**src/rtl/mem_access_unit_pkg.sv**
```systemverilog
// Shared CPU package: load/store size encodings, access FSM states
// and the access legality check.
package mem_access_unit_pkg;

    localparam logic [2:0] F3_B  = 3'b000;
    localparam logic [2:0] F3_H  = 3'b001;
    localparam logic [2:0] F3_W  = 3'b010;
    localparam logic [2:0] F3_BU = 3'b100;
    localparam logic [2:0] F3_HU = 3'b101;

    typedef enum logic [2:0] {
        ST_IDLE,
        ST_RD,
        ST_MERGE,
        ST_WR,
        ST_DONE
    } state_t;

    // Misalignment, unsigned stores and unused encodings are all errors.
    function automatic logic access_err(
        input logic       we,
        input logic [2:0] f3,
        input logic [1:0] lane
    );
        logic e;
        e = 1'b0;
        case (f3)
            F3_B:    e = 1'b0;
            F3_H:    e = lane[0];
            F3_W:    e = (lane != 2'b00);
            F3_BU:   e = we;
            F3_HU:   e = we | lane[0];
            default: e = 1'b1;
        endcase
        return e;
    endfunction

endpackage

```
**src/rtl/mem_access_unit_lane_align.sv**
```systemverilog
// Byte/half lane handling: store merge into a read word and
// load extraction with sign or zero extension.
module lane_align
    import mem_access_unit_pkg::*;
(
    input  logic [2:0]  i_funct3,
    input  logic [1:0]  i_lane,
    input  logic [31:0] i_word,
    input  logic [31:0] i_wdata,
    output logic [31:0] o_merged,
    output logic [31:0] o_load
);

    logic [7:0]  w_byte;
    logic [15:0] w_half;

    always_comb begin
        w_byte = i_word[{i_lane, 3'b000} +: 8];
        w_half = i_lane[1] ? i_word[31:16] : i_word[15:0];
    end

    always_comb begin
        o_merged = i_word;
        case (i_funct3)
            F3_B: o_merged[{i_lane, 3'b000} +: 8] = i_wdata[7:0];
            F3_H: begin
                if (i_lane[1])
                    o_merged[31:16] = i_wdata[15:0];
                else
                    o_merged[15:0] = i_wdata[15:0];
            end
            default: o_merged = i_word;
        endcase
    end

    always_comb begin
        o_load = i_word;
        case (i_funct3)
            F3_B:    o_load = {{24{w_byte[7]}}, w_byte};
            F3_BU:   o_load = {24'h000000, w_byte};
            F3_H:    o_load = {{16{w_half[15]}}, w_half};
            F3_HU:   o_load = {16'h0000, w_half};
            default: o_load = i_word;
        endcase
    end

endmodule

```
**src/rtl/mem_access_unit.sv**
```systemverilog
// Load/store unit for a word-only memory: sub-word stores are done
// as read-modify-write, loads are lane-selected and extended.
module mem_access_unit
    import mem_access_unit_pkg::*;
#(
    parameter int ADDR_W = 10
) (
    input  logic              clk,
    input  logic              rst,
    input  logic              req,
    input  logic              we,
    input  logic [2:0]        funct3,
    input  logic [31:0]       addr,
    input  logic [31:0]       wdata,
    output logic              busy,
    output logic              done,
    output logic              err,
    output logic [31:0]       rdata,
    output logic [ADDR_W-1:0] mem_addr,
    input  logic [31:0]       mem_rdata,
    output logic [31:0]       mem_wdata,
    output logic              mem_we
);

    state_t      r_state;
    state_t      w_next;
    logic [31:0] r_addr;
    logic        r_we;
    logic [2:0]  r_funct3;
    logic [31:0] r_wdata;
    logic        r_err;
    logic [31:0] r_rdata;
    logic        w_err_in;
    logic [31:0] w_merged;
    logic [31:0] w_load;

    assign w_err_in = access_err(we, funct3, addr[1:0]);

    lane_align u_lane_align (
        .i_funct3 (r_funct3),
        .i_lane   (r_addr[1:0]),
        .i_word   (mem_rdata),
        .i_wdata  (r_wdata),
        .o_merged (w_merged),
        .o_load   (w_load)
    );

    always_comb begin
        w_next = r_state;
        case (r_state)
            ST_IDLE: begin
                if (req) begin
                    if (w_err_in)
                        w_next = ST_DONE;
                    else if (we && funct3 == F3_W)
                        w_next = ST_WR;
                    else
                        w_next = ST_RD;
                end
            end
            ST_RD:    w_next = ST_MERGE;
            ST_MERGE: w_next = r_we ? ST_WR : ST_DONE;
            ST_WR:    w_next = ST_DONE;
            ST_DONE:  w_next = ST_IDLE;
            default:  w_next = ST_IDLE;
        endcase
    end

    always_ff @(posedge clk or posedge rst) begin
        if (rst) begin
            r_state  <= ST_IDLE;
            r_addr   <= '0;
            r_we     <= 1'b0;
            r_funct3 <= '0;
            r_wdata  <= '0;
            r_err    <= 1'b0;
            r_rdata  <= '0;
        end else begin
            r_state <= w_next;
            if (r_state == ST_IDLE && req) begin
                r_addr   <= addr;
                r_we     <= we;
                r_funct3 <= funct3;
                r_wdata  <= wdata;
                r_err    <= w_err_in;
            end
            // Store path reuses r_wdata to hold the merged word for WR.
            if (r_state == ST_MERGE) begin
                if (r_we)
                    r_wdata <= w_merged;
                else
                    r_rdata <= w_load;
            end
        end
    end

    assign busy      = (r_state != ST_IDLE);
    assign done      = (r_state == ST_DONE);
    assign err       = done & r_err;
    assign rdata     = r_rdata;
    assign mem_addr  = r_addr[ADDR_W+1:2];
    assign mem_wdata = r_wdata;
    assign mem_we    = (r_state == ST_WR) & ~rst;

endmodule

```
**config.mk**
```make
export PLATFORM = sky130hd
export DESIGN_NAME = mem_access_unit
export DESIGN_NICKNAME = d
export VERILOG_FILES = /design/src/rtl/mem_access_unit_pkg.sv /design/src/rtl/mem_access_unit_lane_align.sv /design/src/rtl/mem_access_unit.sv
export SDC_FILE = /design/constraint.sdc
export NUM_CORES = 1
export LEC_CHECK = 0
export ABC_AREA = 0
export CORE_ASPECT_RATIO = 2
export CORE_MARGIN = 2
export CORE_UTILIZATION = 40
export DETAILED_ROUTE_END_ITERATION = 6
export GPL_ROUTABILITY_DRIVEN = 1
export PLACE_DENSITY = 0.78
export SKIP_LAST_GASP = 1
export SLEW_MARGIN = 30
export SYNTH_ARGS = -nofsm -noshare
export SYNTH_HDL_FRONTEND = slang
export SYNTH_SLANG_ARGS = --single-unit
```
**constraint.sdc**
```tcl
create_clock -name clk -period 2.8 [get_ports clk]
set_input_delay 0.56 -clock clk [delete_from_list [all_inputs] [get_ports clk]]
set_output_delay 0.56 -clock clk [all_outputs]
set_load 0.005 [all_outputs]
```
==> results of run 1 <==
## cell type report
type	instances	area, um^2	share of cell area
timing repair buffer	178	1750	0.266
clock buffer	9	225	0.0343
inverter	5	20.0	0.00305
tap	142	178	0.0270
multi-input combinational	374	2230	0.340
sequential	84	2100	0.320
clock inverter	7	65.1	0.00990
## cells in the mapped netlist, types with 2 or more instances
library cell / n
nand2b_1: 5
nor4b_1: 3
nand3_1: 39
o211ai_1: 6
o21ai_0: 28
a221oi_1: 17
a21oi_1: 24
nand2_1: 120
mux2i_1: 2
clkbuf_1: 30
and3_1: 9
ha_1: 5
dfrtp_1: 84
buf_4: 10
inv_1: 5
or4b_1: 3
buf_2: 4
nor2b_1: 8
mux2_2: 9
and2_1: 11
a22oi_1: 17
a32oi_1: 9
a221o_1: 5
a31oi_1: 9
nor2_1: 9
o2bb2ai_1: 3
nand3b_1: 10
## tightest hold or removal path, stage by stage (launching register included)
cell and delay [ns]:
dfrtp_1 0.34, nand2_1 0.05, nand2_1 0.05
## where the power goes
part	internal, mW	switching [mW]	total (mW)
clock	0.626	0.544	1.17
sequential	1.82	0.507	2.33
combinational	1.87	1.67	3.54
total	4.31	2.72	7.03
## stage by stage
| stage | hold slack (ns) | area, um^2 | setup WS (ns) | std cells |
|---|---|---|---|---|
| floorplan | 0.442 | 4560 | 0.0749 | 509 |
| finish | 0.474 | 6570 | 0.346 | 799 |
| CTS | 0.480 | 6570 | 0.371 | 799 |
| global route | 0.507 | 6570 | 0.270 | 799 |
| detailed placement | 0.462 | 6280 | 0.357 | 783 |
| global placement | 0.460 | 6270 | 0.396 | 783 |
## registers in the layout, summed over array words and instances, names as in the netlist
| signal | count |
|---|---|
| r_we | 1 |
| r_addr | 12 |
| r_err | 1 |
| mem_wdata | 32 |
| r_state | 3 |
| rdata | 32 |
| r_funct3 | 3 |
## logic make-up (layout without fill, tap and decap cells)
kind of cell    after synthesis  after routing  share of synthesized area
simple gates                229            229                      0.249
mux                          11             11                     0.0266
fa+ha+maj                     5              5                     0.0137
flops                        84             84                      0.461
buf+inv                      51            199                     0.0529
compound gates              129            129                      0.197
## layer usage
metal,vias up,routed length (um),track usage
li1,2122,-,-
met1,2197,5610,0.290
met2,210,8240,0.447
met3,47,927,0.0470
met4,0,843,0.157
met5,-,0,0
## cells in the final DEF, fill, tap and decap left out, types with 9 or more instances in the layout
cell type,n
nand2_1,120
clkdlybuf4s50_1,160
a21oi_1,24
a221oi_1,17
mux2_2,9
and3_1,9
clkbuf_16,9
a22oi_1,17
nand3_1,39
buf_4,17
and2_1,11
a32oi_1,9
a31oi_1,9
o21ai_0,28
nand3b_1,10
dfrtp_1,84
## worst max path at each step
stage / cells after the start / endpoint
floorplan: 1 / mem_wdata[0]
global placement: 5 / mem_wdata[0]
detailed placement: 5 / mem_wdata[4]
CTS: 3 / mem_we
global route: 6 / mem_wdata[22]
finish: 6 / mem_wdata[22]
==> summary.md, run 1 <==
| Metric | Value |
|---|---|
| Vias in the first global route | `4496` |
| Post-synth top flop | `dfrtp_1` |
| Post-synth EDFFs | `0` |
| Syn avg cell area | `8.96 um^2` |
| WL final | `15600 um` |
| Overall Global Routing Usage | `0.259` |
| Hold_sp | `r_addr[4]` |
| Slew @ Worst Pin | `0.698 ns` |
| Gpl congestion | `1.01` |
| Hold-critical path depth | `2` |
| Hpwl dp | `11900 um` |
| Largest delay contributor family on the critical path | `compound AO/OA/AOI/OAI gates` |
| Post-synthesis sequential area ratio | `0.461` |
| Clock sinks | `84` |
| Syn Inst Count | `509` |
| First-pass GRT wire length | `24300 um` |
| Static leakage | `2.78 nW` |
| Die H | `155 um` |
| Synth top area cells | `dfrtp_1 46%, nand2_1 9.9%, nand3_1 4.3%, a221oi_1 3.3%, o21ai_0 3.1%` |
| Clock buffer depth | `2` |
| Buffers on Ports | `160` |
| Slew margin rel. | `0.529` |
| CTS tree | `done` |
| DIE AREA | `12300 um^2` |
| Yosys warning count | `0` |
| Core ar. | `11200 um^2` |
| Pre-antenna DRT Iters | `6` |
| Max_cap viols | `0` |
| Slowest CP cell | `a221oi_1` |
| Terminus of the critical flop-to-flop path | `mem_wdata[22]` |
| RSZ-0062 raised after global routing | `no` |
| Asr flop ratio synth | `1.00` |
| Worst stage delay on the critical path | `0.61 ns` |
| Max-slew violations | `0` |
| Ports | `181` |
| Ant diodes | `0` |
| Min Tclk post-route | `2.45 ns` |
| Startpoint types | `register` |
| Peak supply drop | `0.582 mV` |
| Pin count of the biggest net entering global routing | `85` |
| Maximum clock rate | `408 MHz` |
| Post-cts resize count | `0` |
| Fin nets | `760` |
| Clk pin slew, worst setup/hold paths | `0.07 ns` |
| CTS Buf Count | `9` |
| WL/cell | `19.6 um` |
| Row cnt | `55` |
| Synthesized cell area | `4560 um^2` |
| Setup slack, reg-to-reg | `0.35 ns` |
| Final core occ | `0.586` |
| Kind of critical path | `reg2reg` |
| Area grow syn2layout | `44.0%` |
| Initial antenna violation count | `0` |
| Initial DRC count | `377` |
| Starting Density | `0.407` |
| Post-synth top area share | `0.461` |
| Root Driver | `clkbuf_16` |
| Fin Setup TNS | `0 ns` |
| CP endpoint kind | `register` |
| Vias per cell | `5.73` |
| FF+latch count, synth | `84` |
| Syn_nets | `617` |
| Die Wd | `79.5 um` |
| Worst R2R Start | `r_addr[0]` |
| Setup violators final | `0` |
| CTS H-tree lvls | `3` |
| Fillers | `954` |
| Worst Path Buf+Inv | `1` |
| Synth cell types | `52` |
| Status | `completed` |
| Arr. time, crit path | `2.66 ns` |
| Hold_buf cts | `0` |
| Worst Path Max Fanout | `9` |
| Hold Crit Class | `reg2reg` |
| Crit path from | `r_addr[0]` |
| Final Cycle Share | `0.876` |
| Drc violations | `0` |
| Total power draw | `7.03 mW` |
| Routed Antenna Nets | `0` |
| Post-CTS Setup Bufs | `0` |
| Worst Clk Skew | `0.00777 ns` |
| GRT overflow | `0` |
| Yosys top cell by area | `dfrtp_1` |
| Worst Hold Path EP | `r_addr[4]` |
| Hold Vio Cnt, Final | `0` |
| Worst-skew pair later-pin latency | `0.35 ns` |
| Worst path required time | `3.01 ns` |
| FF-to-FF path depth | `6` |
| Critical path cell sequence | `inv_1 > ha_1 > nor3b_1 > a31o_2 > a221oi_1 > a31oi_1` |
| Power per cell area | `1070 nW/um^2` |
| Fraction of layout cells with a size suffix above 1 | `0.0807` |
| Vias | `4576` |
(Power assumes the default switching activity.)
==> run 2: changes to the inputs <==
CTS_CLUSTER_DIAMETER = 100   (was not set)
==> results of run 2 <==
Final layout, timing and power as in run 1 (identical DEF).
